**config.mk**
```make
export PLATFORM = sky130hd
export DESIGN_NAME = baud_tick_ctrl
export DESIGN_NICKNAME = d
export VERILOG_FILES = /design/src/rtl/baud_tick_pkg.sv /design/src/rtl/baud_tick_ctrl_counter.sv /design/src/rtl/baud_tick_ctrl.sv
export SDC_FILE = /design/constraint.sdc
export NUM_CORES = 1
export LEC_CHECK = 0
export ABC_CLOCK_PERIOD_IN_PS = 5100
export CORE_MARGIN = 2
export CORE_UTILIZATION = 54
export DETAILED_ROUTE_END_ITERATION = 10
export GPL_ROUTABILITY_DRIVEN = 0
export PLACE_DENSITY = 0.79
export SYNTH_ARGS = -nofsm -noshare
export SYNTH_HDL_FRONTEND = slang
export SYNTH_SLANG_ARGS = --single-unit
```
**constraint.sdc**
```tcl
create_clock -name clk -period 5.1 [get_ports clk]
set_clock_uncertainty 0.15 [all_clocks]
set_input_delay 1.02 -clock clk [delete_from_list [all_inputs] [get_ports clk]]
set_output_delay 1.02 -clock clk [all_outputs]
set_load 0.005 [all_outputs]
```
**src/rtl/baud_tick_pkg.sv**
```systemverilog
// Shared types and constants for the UART baud tick scheduler.
package baud_tick_pkg;

  typedef enum logic [1:0] {
    ST_IDLE = 2'd0,
    ST_RUN  = 2'd1,
    ST_PEND = 2'd2
  } state_e;

  localparam int BAUD_DIV_W       = 16;
  localparam int BAUD_OVS         = 16;
  localparam int BAUD_DEFAULT_DIV = 54;
  localparam int BAUD_MIN_DIV     = 2;
  localparam int FRAC_W           = 4;

endpackage

```
**src/rtl/baud_tick_ctrl_counter.sv**
```systemverilog
// Modulo counter with synchronous clear and a registered one-cycle terminal pulse.
// wrap_o is the combinational terminal condition, used to chain a second counter.
module mod_tick_counter #(
  parameter int W = 16
) (
  input  logic         clk_i,
  input  logic         rst_i,
  input  logic         clr_i,
  input  logic         en_i,
  input  logic [W-1:0] mod_i,
  output logic         wrap_o,
  output logic         tick_o
);

  logic [W-1:0] cnt_q, cnt_d;
  logic         tick_q;

  // mod_i - 1 is taken in W bits, so a power-of-two modulus truncated to 0 still wraps at 2**W-1.
  assign wrap_o = en_i && (cnt_q == (mod_i - W'(1)));
  assign tick_o = tick_q;

  always_comb begin
    cnt_d = cnt_q;
    if (clr_i) begin
      cnt_d = '0;
    end else if (en_i) begin
      cnt_d = wrap_o ? '0 : cnt_q + W'(1);
    end
  end

  always_ff @(posedge clk_i) begin
    if (rst_i) begin
      cnt_q  <= '0;
      tick_q <= 1'b0;
    end else begin
      cnt_q  <= cnt_d;
      tick_q <= wrap_o && !clr_i;
    end
  end

endmodule

```
**src/rtl/baud_tick_ctrl.sv**
```systemverilog
// Baud / 16x oversample clock-enable scheduler with a boundary-synchronised divisor update port.
// Optional fractional divisor build: define BAUD_TICK_FRAC_DIV_EN.
module baud_tick_ctrl
  import baud_tick_pkg::*;
#(
  parameter int               DIV_W       = BAUD_DIV_W,
  parameter int               OVS         = BAUD_OVS,
  parameter logic [DIV_W-1:0] DEFAULT_DIV = DIV_W'(BAUD_DEFAULT_DIV),
  parameter int               MIN_DIV     = BAUD_MIN_DIV
) (
  input  logic              clk,
  input  logic              rst,
  input  logic              en,
  input  logic              cfg_valid,
  input  logic [DIV_W-1:0]  cfg_div,
  input  logic [FRAC_W-1:0] cfg_frac,
  output logic              cfg_ready,
  output logic              cfg_err,
  output logic [DIV_W-1:0]  cur_div,
  output logic              pending,
  output logic              tick_ovs,
  output logic              tick_baud
);

  localparam int               OVS_W   = (OVS > 1) ? $clog2(OVS) : 1;
  localparam logic [OVS_W-1:0] OVS_MOD = OVS_W'(OVS);

  state_e           state_q;
  logic [DIV_W-1:0] cur_div_q, held_div_q, ovs_mod;
  logic             pending_q, err_q;

  logic accept, legal, load_direct, hold, apply_held;
  logic run_en, cnt_clr, ovs_wrap, baud_wrap;

  assign cfg_ready = !pending_q;
  assign cfg_err   = err_q;
  assign cur_div   = cur_div_q;
  assign pending   = pending_q;

  assign accept = cfg_valid && cfg_ready;
  assign legal  = cfg_div >= DIV_W'(MIN_DIV);

  // A legal divisor lands immediately when no ticks are running (or are stopping this edge).
  assign load_direct = accept && legal && ((state_q == ST_IDLE) || (state_q == ST_RUN && !en));
  assign hold        = accept && legal && (state_q == ST_RUN) && en;
  assign apply_held  = (state_q == ST_PEND) && (!en || baud_wrap);

  assign run_en  = (state_q != ST_IDLE) && en;
  assign cnt_clr = !en;

`ifdef BAUD_TICK_FRAC_DIV_EN
  logic [FRAC_W-1:0] frac_q, held_frac_q, acc_q;
  logic [FRAC_W:0]   acc_sum;

  // The period whose terminal add carries is stretched by one cycle.
  assign acc_sum = {1'b0, acc_q} + {1'b0, frac_q};
  assign ovs_mod = cur_div_q + {{(DIV_W-1){1'b0}}, acc_sum[FRAC_W]};

  always_ff @(posedge clk) begin
    if (rst) begin
      frac_q      <= '0;
      held_frac_q <= '0;
      acc_q       <= '0;
    end else begin
      if (load_direct) frac_q <= cfg_frac;
      if (hold)        held_frac_q <= cfg_frac;
      if (apply_held)  frac_q <= held_frac_q;
      if (!en || load_direct || apply_held) begin
        acc_q <= '0;
      end else if (ovs_wrap) begin
        acc_q <= acc_sum[FRAC_W-1:0];
      end
    end
  end
`else
  logic unused_frac;
  assign unused_frac = ^cfg_frac;
  assign ovs_mod     = cur_div_q;
`endif

  always_ff @(posedge clk) begin
    if (rst) begin
      state_q    <= ST_IDLE;
      cur_div_q  <= DEFAULT_DIV;
      held_div_q <= '0;
      pending_q  <= 1'b0;
      err_q      <= 1'b0;
    end else begin
      err_q <= accept && !legal;
      case (state_q)
        ST_IDLE: begin
          if (load_direct) cur_div_q <= cfg_div;
          if (en) state_q <= ST_RUN;
        end
        ST_RUN: begin
          if (!en) begin
            state_q <= ST_IDLE;
            if (load_direct) cur_div_q <= cfg_div;
          end else if (hold) begin
            held_div_q <= cfg_div;
            pending_q  <= 1'b1;
            state_q    <= ST_PEND;
          end
        end
        ST_PEND: begin
          if (apply_held) begin
            cur_div_q <= held_div_q;
            pending_q <= 1'b0;
            state_q   <= en ? ST_RUN : ST_IDLE;
          end
        end
        default: begin
          state_q   <= ST_IDLE;
          pending_q <= 1'b0;
        end
      endcase
    end
  end

  mod_tick_counter #(.W(DIV_W)) u_ovs_cnt (
    .clk_i  (clk),
    .rst_i  (rst),
    .clr_i  (cnt_clr),
    .en_i   (run_en),
    .mod_i  (ovs_mod),
    .wrap_o (ovs_wrap),
    .tick_o (tick_ovs)
  );

  mod_tick_counter #(.W(OVS_W)) u_baud_cnt (
    .clk_i  (clk),
    .rst_i  (rst),
    .clr_i  (cnt_clr),
    .en_i   (ovs_wrap),
    .mod_i  (OVS_MOD),
    .wrap_o (baud_wrap),
    .tick_o (tick_baud)
  );

endmodule

```
; Yosys cells after proc, flatten, opt, wreduce, memory -nomap -nowiden
; Cells that the tools add are included.
[op_classes]
add_sub_neg = 3
n_mul = 0
div_mod_pow = 0
magnitude_cmp = 1
eq_ne = 10
shift = 0
mux = 16
bitwise = 2
reduce_logical = 26
[op_table]
columns = op, count
row1 = two-way mux 16 bit, 4
row2 = case mux 16 bit (3 select lines), 1
row3 = "adder 16 x 1 -> 16 bit, second input constant", 1
row4 = == test 16 bit, 1
row5 = ">= comparator 16 x 2 -> 1 bit, second input constant", 1
row6 = "subtractor 16 x 1 -> 16 bit, second input constant", 1
row7 = logical AND 1 bit, 13
row8 = "!= test 2 bit, second input constant", 5
row9 = AND reduction 3 bit, 3
row10 = two-way mux 2 bit, 4
row11 = case mux 2 bit (3 select lines), 1
row12 = "adder 4 x 1 -> 4 bit, second input constant", 1
row13 = "== test 4 bit, second input constant", 1
row14 = two-way mux 1 bit, 4
row15 = two-way mux 4 bit, 1
row16 = AND reduction 4 bit, 1
row17 = zero test 1 bit, 3
row18 = "!= test 3 bit, second input constant", 1
row19 = case mux 1 bit (3 select lines), 1
row20 = nonzero test 3 bit, 1
row21 = "== test 2 x 1 -> 1 bit, second input constant", 1
row22 = "== test 2 bit, second input constant", 1
row23 = zero test 2 bit, 1
row24 = logical OR 1 bit, 2
row25 = 3 further kinds, 4
[word_totals]
ff_bits = 58
latchBits = 0
mem_bits_rw = 0
rom_bits = 0
inputBits = 24
out_inout_bits = 21
elab_cells = 67
memories = 0

; Logic depth before layout (Yosys ltp)
; Gate-level depths: netlist (run 1).
[logic_depth]
depth_word = 8
mapped_depth = 11
depth_no_buf = 10

; By module
; A second synthesis (run 1) with hierarchy kept.
[unflattened]
cells_unflattened = 432
area_unflattened_um2 = 3632.2
[by_module_without_submodules]
columns = mod, n_inst, cells_each, area_per_inst_um2, seq_area_each_um2
row1 = baud_tick_ctrl, 1, 208, 1795.5, 720.7
row2 = mod_tick_counter (u_ovs_cnt), 1, 194, 1532.7, 340.3
row3 = mod_tick_counter (u_baud_cnt), 1, 30, 304.0, 100.1

; Worst setup path after synthesis (run 1)
; Ideal clock, no wire load.
[synth_path]
path_kind = input -> register
startpoint = input en
endpoint = register u_ovs_cnt.cnt_q[11]
setup_time_ps = 115
t_arrival_ps = 3096
required_time_ps = 4835
path_slack_ps = 1740
cell_stages = 9
n_path_buf = 2
path_cell_list = buf_2 -> o21a_1 -> nand3_1 -> a2111oi_0 -> nand4_1 -> or4b_1 -> nand2_1 -> buf_4 -> nor2_1
[synth_between]
elab_chain_cells = 3
word_cells_on_any_way = 5
classes_between = mux (1) / bitwise (1) / reduce/logical (3)
[synth_rtl]
columns = item, line
row1 = from (decl), baud_tick_ctrl.sv:13  ; input logic en,
row2 = logical AND 1 bit, baud_tick_ctrl.sv:48  ; assign run_en = (state_q != ST_IDLE) && en;
row3 = logical AND 1 bit, baud_tick_ctrl_counter.sv:19  ; assign wrap_o = en_i && (cnt_q == (mod_i - W'(1)));
row4 = two-way mux 16 bit, baud_tick_ctrl_counter.sv:27  ; cnt_d = wrap_o ? '0 : cnt_q + W'(1);
row5 = to (signal assigned), baud_tick_ctrl_counter.sv:36  ; cnt_q <= cnt_d;
row6 = to (decl), baud_tick_ctrl_counter.sv:15  ; logic [W-1:0] cnt_q, cnt_d;
; Parallel ways exist; a longest one is shown, timed or not.
; A chain may end at the register's enable or synchronous reset.

; Worst setup path in the final report (run 1)
[layout_path]
startpoint = input en
endpoint = register u_ovs_cnt.cnt_q[14]
; Same word-level chain as after synthesis.

==> key figures, run 1 <==
Hold path
  • Worst min path class: reg2reg

Route
  • Via Count: 2,555
  • Wirelength, routed: 6560 µm
  • Routed vias/inst: 5.63
  • # DRC: 0
  • DRT iter0 DRCs: 136
  • DR WL/cell: 14.4 µm
  • Drt pass-1 iters: 4
  • Post-route ant nets: 0

Global routing
  • Vias in the first global route: 2,417
  • Largest net degree at the start of global routing: 42
  • All-Layer GR Usage: 22.2%
  • First-pass GRT wire length: 11,100 µm
  • Remaining Overflow, GRT: 0
  • Initial antenna violation count: 0

Synth
  • Synth top area cells: dfxtp_1 (37%), mux2i_1 (11%), xor2_1 (5.1%)
  • Synthesized Nets: 369
  • Synth warn: 0
  • Post-Synth Adder-Cell Area: 1.21%
  • Combinational family with the most area after synthesis: simple AND/OR/NAND/NOR gates
  • Cells after Synth: 342
  • Synth Flop Type: dfxtp_1
  • Post-Syn Area: 3100 µm²
  • Flops & latches, synth: 58
  • Post-synthesis compound-gate area fraction: 15.0%
  • Top cell type's share of synthesized area: 37.5%
  • Mapped Avg Cell Area: 9.05 µm²
  • Count of cell types in the netlist: 52
  • Top cell type by total area after synthesis: dfxtp_1
  • Post-Synth XOR/XNOR Area: 9.90%
  • Synth Area in Simple Gates: 21.4%
  • Seq/Total Area, Yosys: 37.5%
  • Number of flops mapped to enable cells by yosys: 0
  • Asr flop ratio synth: 0%
  • Mux contribution to synthesized area: 11.0%

Floorplan
  • Total die area: 6360 µm²
  • Ports: 45
  • # rows: 27
  • Overall die width: 79.7 µm
  • Area of the core: 5510 µm²
  • Initial Util: 56.2%
  • Die Ht: 79.7 µm

Clocking
  • Hold buffer count at CTS: 0
  • PostCTS Resize Cnt: 0
  • CTS Sinks: 58
  • Clock Tree Buf Depth: 2
  • CTS tree: yes
  • CTS root buf: clkbuf_8
  • Post-CTS setup buffers: 0
  • Number of buffers created by CTS: 9
  • Reg clk slew, reported paths: 0.07 ns
  • Clk_lat worst skew: 0.35 ns
  • CTS H-Tree Depth: 3

Place
  • HPWL Detailed: 4640 µm
  • PortBufs: 40

STA
  • Crit path time final: 4.06 ns
  • Fin crit share: 79.6%
  • FMAX: 246 MHz
  • Final setup fails: 0
  • Worst Max-Slew Pin Slew: 0.900 ns
  • Worst rel slew slack: 40.0%
  • RSZ-0062 raised after global routing: false
  • Hold Vio Cnt, Final: 0
  • Setup TNS: 0 ns
  • Slew Limit Fails: 0

Power
  • Switch Pwr: 0.282 mW
  • Worst VDD drop: 0.182 mV
  • PD cells: 283 nW/µm²
  • Cell-internal power: 0.768 mW
  • Power, Total: 1.05 mW
  • Leakage: 1.47 nW
  • Gate power share: 13.5%
  • Sw Ratio: 26.8%
  • Clock power share: 39.5%
  • Reg power frac: 47.0%

Cells and area
  • Proportion of layout cells with a drive suffix above 1: 7.85%
  • Final nets: 404
  • ANT cells: 0
  • Area of the multi-input gates: 1810 µm²
  • Area grow syn2layout: 19.6%
  • Register area: 1160 µm²
  • Fillers: 441

Critical path
  • WP data arrival: 4.12 ns
  • Worst EP required: 5.16 ns
  • CP endpoint kind: flip-flop
  • CP startpoint kind: primary input
  • CP Class: in2reg
  • CP Max Fanout: 14

Status
  • Outcome: finished clean

Flow run
  • Max Cap Viol: 0
[per-layer routing]
| layer | GRT usage, % | part of all wire [%] |
|---|---|---|
| met5 | 0 | 0 |
| met1 | 28.8 | 47 |
| met2 | 35.5 | 46 |
| met4 | 11.0 | 1.9 |
| met3 | 3.85 | 4.5 |
[state kept, by name, indices dropped and copies added, names as in the netlist]
| signal | flops |
|---|---|
| u_ovs_cnt.cnt_q | 16 |
| held_div_q | 16 |
| cur_div | 16 |
| state_q | 2 |
| cfg_err | 1 |
| u_baud_cnt.cnt_q | 4 |
| u_ovs_cnt.tick_o | 1 |
| pending | 1 |
| u_baud_cnt.tick_o | 1 |
[metrics by stage]
| step | cell area (µm²) | utilization, % | hold slack (ns) | worst slack [ns] | std cells |
|---|---|---|---|---|---|
| 2_1_floorplan | 3100 | - | 0.295 | 1.74 | 342 |
| 3_3_place_gp | 3510 | 63.7 | 0.282 | 0.808 | 438 |
| 3_5_place_dp | 3510 | 63.7 | 0.293 | 0.753 | 438 |
| 4_1_cts | 3700 | 67.3 | 0.304 | 1.05 | 454 |
| 5_1_grt | 3700 | 67.3 | 0.342 | 0.831 | 454 |
| 6_report | 3700 | 67.3 | 0.298 | 1.04 | 454 |
[cell families after synthesis]
family,count (synthesis)
simple gates,123
compound gates,64
flops,58
xor+xnor,35
mux,34
buf+inv,25
fa+ha+maj,3
[power groups by stage]
stage	combinational (mW)	sequential, mW	clock [mW]
after floorplan	0.0901	0.496	0
after global placement	0.140	0.503	0
after detailed placement	0.141	0.503	0
after CTS	0.143	0.493	0.423
after global routing	0.157	0.495	0.442
final	0.142	0.493	0.415
[critical path: stages]
cell and delay, ns:
clkdlybuf4s50_1 0.68, o21a_1 0.31, nand3_1 0.10, a2111oi_0 0.53
nand4_1 0.37, or4b_1 0.59, nand2_1 0.41, nor2_1 0.10
[layout make-up]
class                           count  share of cell area, %
Multi-Input combinational cell    259                   48.9
Tap cell                           72                   2.43
Sequential cell                    58                   31.4
Clock buffer                       10                   3.45
Timing Repair Buffer               43                   11.4
Clock inverter                      6                   1.82
Inverter                            6                  0.608
[cells in the mapped netlist, drive strengths merged (4+ instances only)]
master and number:
nor2b 5, dfxtp 58, nand3 14, nor3 10, mux2i 34, a211oi 18, nor2 42, nand4 7
o21ai 7, clkbuf 12, and2 4, buf 7, inv 6, a21oi 22, nor4 5, xnor2 17
nand2 16, xor2 18
[path summary, 6_finish.rpt]
| kind | startpoint | end | slack [ns] | cells past startpoint |
|---|---|---|---|---|
| setup / recovery | en | u_ovs_cnt.cnt_q[14]$_SDFFE_PP0P_ | 1.04 | 8 |
| hold / removal | pending$_SDFFE_PP0P_ | cfg_err$_SDFF_PP0_ | 0.30 | 1 |
| setup reg to reg | cur_div[0]$_SDFFE_PP0P_ | u_ovs_cnt.cnt_q[14]$_SDFFE_PP0P_ | 1.79 | 9 |
| hold reg to reg | pending$_SDFFE_PP0P_ | cfg_err$_SDFF_PP0_ | 0.30 | 1 |
[layout by cell type, fill, tap and decap left out, types with 4 or more instances in the layout]
cell type	count
a211oi_1	12
a211oi_2	6
a21oi_1	22
and2_1	4
clkbuf_8	9
clkdlybuf4s50_1	40
dfxtp_1	58
inv_1	6
mux2i_1	34
nand2_1	16
nand3_1	14
nand4_1	7
nor2_1	41
nor2b_1	5
nor3_1	8
nor4_1	4
o21ai_0	7
xnor2_1	17
xor2_1	18
Note: power is estimated with default switching activity, not from simulation.
==> inputs of run 2 (changes only) <==
--- a/config.mk
+++ b/config.mk
@@ -5,12 +5,12 @@
 export SDC_FILE = /design/constraint.sdc
 export NUM_CORES = 1
 export LEC_CHECK = 0
-export ABC_CLOCK_PERIOD_IN_PS = 5100
+export ABC_CLOCK_PERIOD_IN_PS = 3400
 export CORE_MARGIN = 2
-export CORE_UTILIZATION = 54
+export CORE_UTILIZATION = 49
 export DETAILED_ROUTE_END_ITERATION = 10
 export GPL_ROUTABILITY_DRIVEN = 0
-export PLACE_DENSITY = 0.79
+export PLACE_DENSITY = 0.76
 export SYNTH_ARGS = -nofsm -noshare
 export SYNTH_HDL_FRONTEND = slang
 export SYNTH_SLANG_ARGS = --single-unit
==> constraint.sdc (replaced) <==
create_clock -name clk -period 3.4 [get_ports clk]
set_clock_uncertainty 0.15 [all_clocks]
set_input_delay 0.68 -clock clk [delete_from_list [all_inputs] [get_ports clk]]
set_output_delay 0.68 -clock clk [all_outputs]
set_load 0.005 [all_outputs]
==> run 2 against run 1 <==
  * Global-route usage is 1.8 points lower
  * Critical endpoint is now cur_div[8]$_SDFFE_PP0P_
  * Final area is 2.7% higher
  * Combinational power is 58% higher
  * Largest cell class unchanged
  * Largest power group unchanged
==> key figures, run 2 (same netlist as run 1, synthesis figures left out) <==
Critical path
  • Slowest CP cell: o31ai_1 (was clkdlybuf4s50_1)
  • CP startpoint kind: flip-flop (was primary input)
  • Worst path max stage delay: 0.51 ns (was 0.68 ns)
  • Crit path cell chain: inv_1, ha_1, nor3b_1, nand2_1, o31ai_1, or3b_4, o311a_1, nor2_4, buf_12, a211oi_1 (was clkdlybuf4s50_1, o21a_1, nand3_1, a2111oi_0, nand4_1, or4b_1, nand2_1, nor2_1)
  • Worst EP required: 3.46 ns (was 5.16 ns)
  • CP endpoint kind: flip-flop (unchanged)
  • WP data arrival: 3.19 ns (was 4.12 ns)
  • Buf/Inv on CP: 2 (was 1)
  • CP delay by family, top: simple AND/OR/NAND/NOR gates (unchanged)
  • CP Class: reg2reg (was in2reg)
  • CP Max Fanout: 15 (was 14)

Clocking
  • CTS Sinks: 58 (unchanged)
  • CTS tree: yes (unchanged)
  • Number of buffers created by CTS: 9 (unchanged)
  • Reg clk slew, reported paths: 0.07 ns (about the same)
  • Clock Tree Buf Depth: 2 (unchanged)
  • CTS root buf: clkbuf_8 (unchanged)
  • Clk_lat worst skew: 0.35 ns (about the same)
  • CTS H-Tree Depth: 3 (unchanged)

Cells and area
  • Commonest cells after routing, fill and taps aside: dfxtp_1 (58), nor2_1 (41), clkdlybuf4s50_1 (40) (unchanged)
  • Area grow syn2layout: 22.8% (was 19.6%)
  • Commonest non-fill, non-tap cell in the layout: dfxtp_1 (unchanged)
  • ANT cells: 0 (unchanged)
  • Final nets: 410 (was 404)
  • Final non-filler cell total: 462 (was 454)
  • Layout Cell Area excl Fill: 3800 µm² (was 3700 µm²)
  • Proportion of layout cells with a drive suffix above 1: 9.04% (was 7.85%)

STA
  • Crit path time final: 3.13 ns
  • FMAX: 320 MHz
  • Final setup fails: 0 (unchanged)
  • Fin crit share: 92.0%
  • RSZ-0062 raised after global routing: false (unchanged)
  • Worst Max-Slew Pin Slew: 0.891 ns (was 0.900 ns)
  • Hold Vio Cnt, Final: 0 (unchanged)
  • Slew Limit Fails: 0 (unchanged)
  • Worst rel slew slack: 40.6% (was 40.0%)

Route
  • DR WL/cell: 14.7 µm (was 14.4 µm)
  • Drt pass-1 iters: 4 (unchanged)
  • Post-route ant nets: 0 (unchanged)
  • # DRC: 0 (unchanged)
  • Via Count: 2,596 (was 2,555)
  • DRT iter0 DRCs: 138 (was 136)
  • Routed vias/inst: 5.62 (was 5.63)
  • Wirelength, routed: 6780 µm (was 6560 µm)

Place
  • PortBufs: 40 (unchanged)
  • Placed inst area: 3590 µm² (was 3510 µm²)
  • HPWL Detailed: 4830 µm (was 4640 µm)
  • Dpl cells: 447 (was 438)

Flow run
  • Max Cap Viol: 0 (unchanged)

Floorplan
  • Initial Util: 51.4% (was 56.2%)
  • Die Ht: 83.5 µm (was 79.7 µm)
  • Ports: 45 (unchanged)
  • # rows: 28 (was 27)
  • Overall die width: 83.5 µm (was 79.7 µm)
  • Area of the core: 6030 µm² (was 5510 µm²)
  • Total die area: 6970 µm² (was 6360 µm²)

Hold path
  • Worst min path class: reg2reg (unchanged)

Global routing
  • Largest net degree at the start of global routing: 42 (unchanged)
  • All-Layer GR Usage: 20.4% (was 22.2%)
  • Vias in the first global route: 2,438 (was 2,417)
  • First-pass GRT wire length: 11,500 µm (was 11,100 µm)
  • Remaining Overflow, GRT: 0 (unchanged)
  • Initial antenna violation count: 0 (unchanged)

Power
  • PD cells: 434 nW/µm² (was 283 nW/µm²)
  • Leakage: 1.52 nW (was 1.47 nW)
  • Worst VDD drop: 0.257 mV (was 0.182 mV)

Status
  • Outcome: finished clean (unchanged)
-- run 2: path summary, 6_finish.rpt --
path,from,slack (ns),to,depth (start not counted)
max reg2reg,cur_div[0]$_SDFFE_PP0P_,0.27,cur_div[8]$_SDFFE_PP0P_,10
min reg2reg,pending$_SDFFE_PP0P_,0.30,cfg_err$_SDFF_PP0_,1
min,pending$_SDFFE_PP0P_,0.30,cfg_err$_SDFF_PP0_,1
max,cur_div[0]$_SDFFE_PP0P_,0.27,cur_div[8]$_SDFFE_PP0P_,10
-- run 2: through the flow --
step | setup TNS (ns) | worst slack, ns | hold WS [ns] | power (mW) | util, %
6_report | 0 | 0.271 | 0.304 | 1.65 | 63.1
5_1_grt | 0 | 0.0855 | 0.326 | 1.72 | 63.1
4_1_cts | 0 | 0.258 | 0.303 | 1.67 | 63.1
3_5_place_dp | -1.63 | -0.104 | 0.293 | 0.979 | 59.7
3_3_place_gp | -0.666 | -0.0437 | 0.283 | 0.974 | 59.7
2_1_floorplan | 0 | 0.380 | 0.295 | 0.880 | -
-- run 2: what timing repair did --
action                     in CTS  in global routing
hold buffers                    0                  0
resized for setup               0                  1
setup buffers                   0                  0
setup endpoints to repair       0                 25
-- run 2: report_power, final --
part / internal, mW / switching (mW) / total (mW)
Clock: 0.407 / 0.281 / 0.688
Sequential: 0.702 / 0.0369 / 0.739
Combinational: 0.120 / 0.105 / 0.225
-- run 2: layout make-up --
cell class                      count  area [µm²]
Clock inverter                      5        80.1
Clock buffer                       10         128
Inverter                            6        22.5
Sequential cell                    58        1160
Multi-Input combinational cell    259        1810
Fill cell                         515        2220
Timing Repair Buffer               49         505
Tap cell                           75        93.8
-- run 2: layer usage --
metal	vias to the layer above	wire (µm)	global-route usage, %
li1	1303	-	-
met1	1227	3220	25.8
met2	55	3180	32.9
met3	11	280	6.33
met4	0	102	7.33
met5	-	0	0
==> inputs of run 3 (changes only) <==
--- a/config.mk
+++ b/config.mk
@@ -11,6 +11,7 @@
 export DETAILED_ROUTE_END_ITERATION = 10
 export GPL_ROUTABILITY_DRIVEN = 0
 export PLACE_DENSITY = 0.76
+export REMOVE_ABC_BUFFERS = 1
 export SYNTH_ARGS = -nofsm -noshare
 export SYNTH_HDL_FRONTEND = slang
 export SYNTH_SLANG_ARGS = --single-unit
==> run 3 against run 2 <==
  * Count of clock-buffer cells in the layout down 1
  * Cell count up 0.43%
  * Via count down 0.19%
  * First-iteration DRC count up 14%
  * Non-clock buffer count up 1
  * Flip-flop and latch count unchanged
  * Highest routed layer unchanged
==> key figures, run 3 (same netlist as run 1, synthesis figures left out) <==
Clocking
  • CTS tree: yes (unchanged)
  • Clk_lat worst skew: 0.33 ns (was 0.35 ns)
  • CTS root buf: clkbuf_8 (unchanged)
  • Hold buffer count at CTS: 0 (unchanged)
  • CTS Sinks: 58 (unchanged)
  • CTS H-Tree Depth: 3 (unchanged)
  • PostCTS Resize Cnt: 0 (unchanged)
  • Number of buffers created by CTS: 9 (unchanged)
  • Reg clk slew, reported paths: 0.06 ns (was 0.07 ns)
  • Clock Tree Buf Depth: 2 (unchanged)
  • Post-CTS setup buffers: 0 (unchanged)

STA
  • Slew Limit Fails: 0 (unchanged)
  • FMAX: 315 MHz (was 320 MHz)
  • Worst hold slack: 0.297 ns (was 0.304 ns)
  • Setup TNS: 0 ns (unchanged)
  • Fin crit share: 93.4% (was 92.0%)
  • Crit path time final: 3.18 ns (was 3.13 ns)
  • RSZ-0062 raised after global routing: false (unchanged)
  • Hold Vio Cnt, Final: 0 (unchanged)
  • Worst Max-Slew Pin Slew: 0.892 ns (was 0.891 ns)
  • Final setup fails: 0 (unchanged)
  • Worst rel slew slack: 40.6% (about the same)

Route
  • # DRC: 0 (unchanged)
  • Wirelength, routed: 7050 µm (was 6780 µm)
  • Drt pass-1 iters: 6 (was 4)
  • DRT iter0 DRCs: 158 (was 138)
  • Via Count: 2,591 (was 2,596)
  • Routed vias/inst: 5.58 (was 5.62)
  • DR WL/cell: 15.2 µm (was 14.7 µm)
  • Post-route ant nets: 0 (unchanged)

Critical path
  • Flop2flop setup slack: 0.27 ns (about the same)
  • CP Max Fanout: 14 (was 15)
  • WP data arrival: 3.25 ns (was 3.19 ns)
  • R2R depth: 10 (unchanged)
  • CP startpoint kind: primary input (was flip-flop)
  • Reg2Reg Launch Point: cur_div[0]$_SDFFE_PP0P_ (unchanged)
  • CP endpoint kind: flip-flop (unchanged)
  • Reg2reg end: u_ovs_cnt.cnt_q[14]$_SDFFE_PP0P_ (was cur_div[8]$_SDFFE_PP0P_)
  • CP Class: in2reg (was reg2reg)
  • Worst EP required: 3.47 ns (was 3.46 ns)

Floorplan
  • Overall die width: 83.5 µm (unchanged)
  • Initial Util: 51.4% (unchanged)
  • Ports: 45 (unchanged)
  • Die Ht: 83.5 µm (unchanged)
  • Total die area: 6970 µm² (unchanged)
  • Area of the core: 6030 µm² (unchanged)
  • # rows: 28 (unchanged)

Global routing
  • Remaining Overflow, GRT: 0 (unchanged)
  • Largest net degree at the start of global routing: 22 (was 42)
  • Initial antenna violation count: 0 (unchanged)
  • All-Layer GR Usage: 20.9% (was 20.4%)
  • First-pass GRT wire length: 11,700 µm (was 11,500 µm)
  • Vias in the first global route: 2,469 (was 2,438)

Flow run
  • Max Cap Viol: 0 (unchanged)

Power
  • PD cells: 470 nW/µm² (was 434 nW/µm²)
  • Cell-internal power: 1.38 mW (was 1.23 mW)
  • Worst VDD drop: 0.328 mV (was 0.257 mV)
  • Sw Ratio: 23.9% (was 25.6%)
  • Reg power frac: 40.7% (was 44.7%)
  • Switch Pwr: 0.434 mW (was 0.423 mW)
  • Clock power share: 46.7% (was 41.6%)
  • Gate power share: 12.6% (was 13.6%)
  • Power, Total: 1.82 mW (was 1.65 mW)
  • Leakage: 1.56 nW (was 1.52 nW)

Status
  • Outcome: finished clean (unchanged)

Place
  • HPWL Detailed: 4960 µm (was 4830 µm)
  • Placed inst area: 3600 µm² (was 3590 µm²)
  • PortBufs: 40 (unchanged)

Cells and area
  • Register area: 1160 µm² (unchanged)
  • Layout Cell Area excl Fill: 3870 µm² (was 3800 µm²)
  • Commonest non-fill, non-tap cell in the layout: dfxtp_1 (unchanged)
  • ANT cells: 0 (unchanged)
  • Area of the multi-input gates: 1810 µm² (unchanged)
  • Final nets: 411 (was 410)
  • Fillers: 526 (was 515)
  • Proportion of layout cells with a drive suffix above 1: 9.77% (was 9.04%)
  • Area grow syn2layout: 24.9% (was 22.8%)
  • Commonest cells after routing, fill and taps aside: dfxtp_1 (58), nor2_1 (41), clkdlybuf4s50_1 (40) (unchanged)

Hold path
  • WHS Path Cells: 1 (unchanged)
  • Worst min path class: reg2reg (unchanged)
  • Hold_sp: pending$_SDFFE_PP0P_ (unchanged)
  • Hold Path Sink: cfg_err$_SDFF_PP0_ (unchanged)
[run 3: cell count changes in the layout (fill, tap and decap cells not counted)]
cell | before | now
buf_4 | 6 | 7
bufinv_16 | 2 | 4
clkbuf_1 | 1 | 0
clkinv_4 | 0 | 1
clkinvlp_4 | 2 | 1
[run 3: how the worst max path moves through the flow]
| stage | start | depth (start not counted) | endpoint | slack [ns] |
|---|---|---|---|---|
| 3_5_place_dp | en | 9 | u_ovs_cnt.cnt_q[14]$_SDFFE_PP0P_ | -0.08 |
| 2_1_floorplan | cur_div[0]$_SDFFE_PP0P_ | 10 | u_baud_cnt.cnt_q[3]$_SDFFE_PP0N_ | 0.50 |
| 5_1_grt | cur_div[0]$_SDFFE_PP0P_ | 10 | cur_div[2]$_SDFFE_PP1P_ | 0.07 |
| 3_3_place_gp | en | 9 | u_ovs_cnt.cnt_q[15]$_SDFFE_PP0P_ | -0.03 |
| 6_report | en | 9 | u_ovs_cnt.cnt_q[14]$_SDFFE_PP0P_ | 0.22 |
| 4_1_cts | en | 9 | u_ovs_cnt.cnt_q[14]$_SDFFE_PP0P_ | 0.14 |
[run 3: per-stage QoR]
step	util (%)	instances	setup slack, ns
detailed placement	59.8	448	-0.0771
CTS	64.2	464	0.140
floorplan	-	323	0.502
global placement	59.8	448	-0.0254
finish	64.2	464	0.225
global route	64.2	464	0.0680
[run 3: routing by layer]
metal | track usage [%] | up-vias | part of all wire (%)
met4 | 10.7 | 0 | 2.0
met5 | 0 | - | 0
met1 | 26.6 | 1203 | 47
met2 | 33.3 | 67 | 46
met3 | 4.65 | 10 | 4.7
li1 | - | 1311 | -
[run 3: layout make-up]
type                            instances  share of cell area [%]
Clock buffer                            9                    3.20
Tap cell                               75                    2.43
Multi-Input combinational cell        259                    46.9
Timing Repair Buffer                   50                    13.3
Clock inverter                          7                    3.65
Sequential cell                        58                    30.0
Inverter                                6                   0.582
[run 3: worst max-delay path, cell delays in order]
cell,delay [ns]
clkdlybuf4s50_1,0.48
o21a_1,0.18
nand3_1,0.09
a2111oi_1,0.55
nand4_1,0.36
or4b_1,0.57
nand2_1,0.13
buf_12,0.14
nor2_1,0.05
[run 3: power by group through the flow]
stage / logic, mW / clock network (mW) / registers [mW]
5_1_grt: 0.249 / 0.893 / 0.744
3_3_place_gp: 0.221 / 0 / 0.754
6_report: 0.229 / 0.849 / 0.740
2_1_floorplan: 0.118 / 0 / 0.747
3_5_place_dp: 0.226 / 0 / 0.755
4_1_cts: 0.229 / 0.862 / 0.739
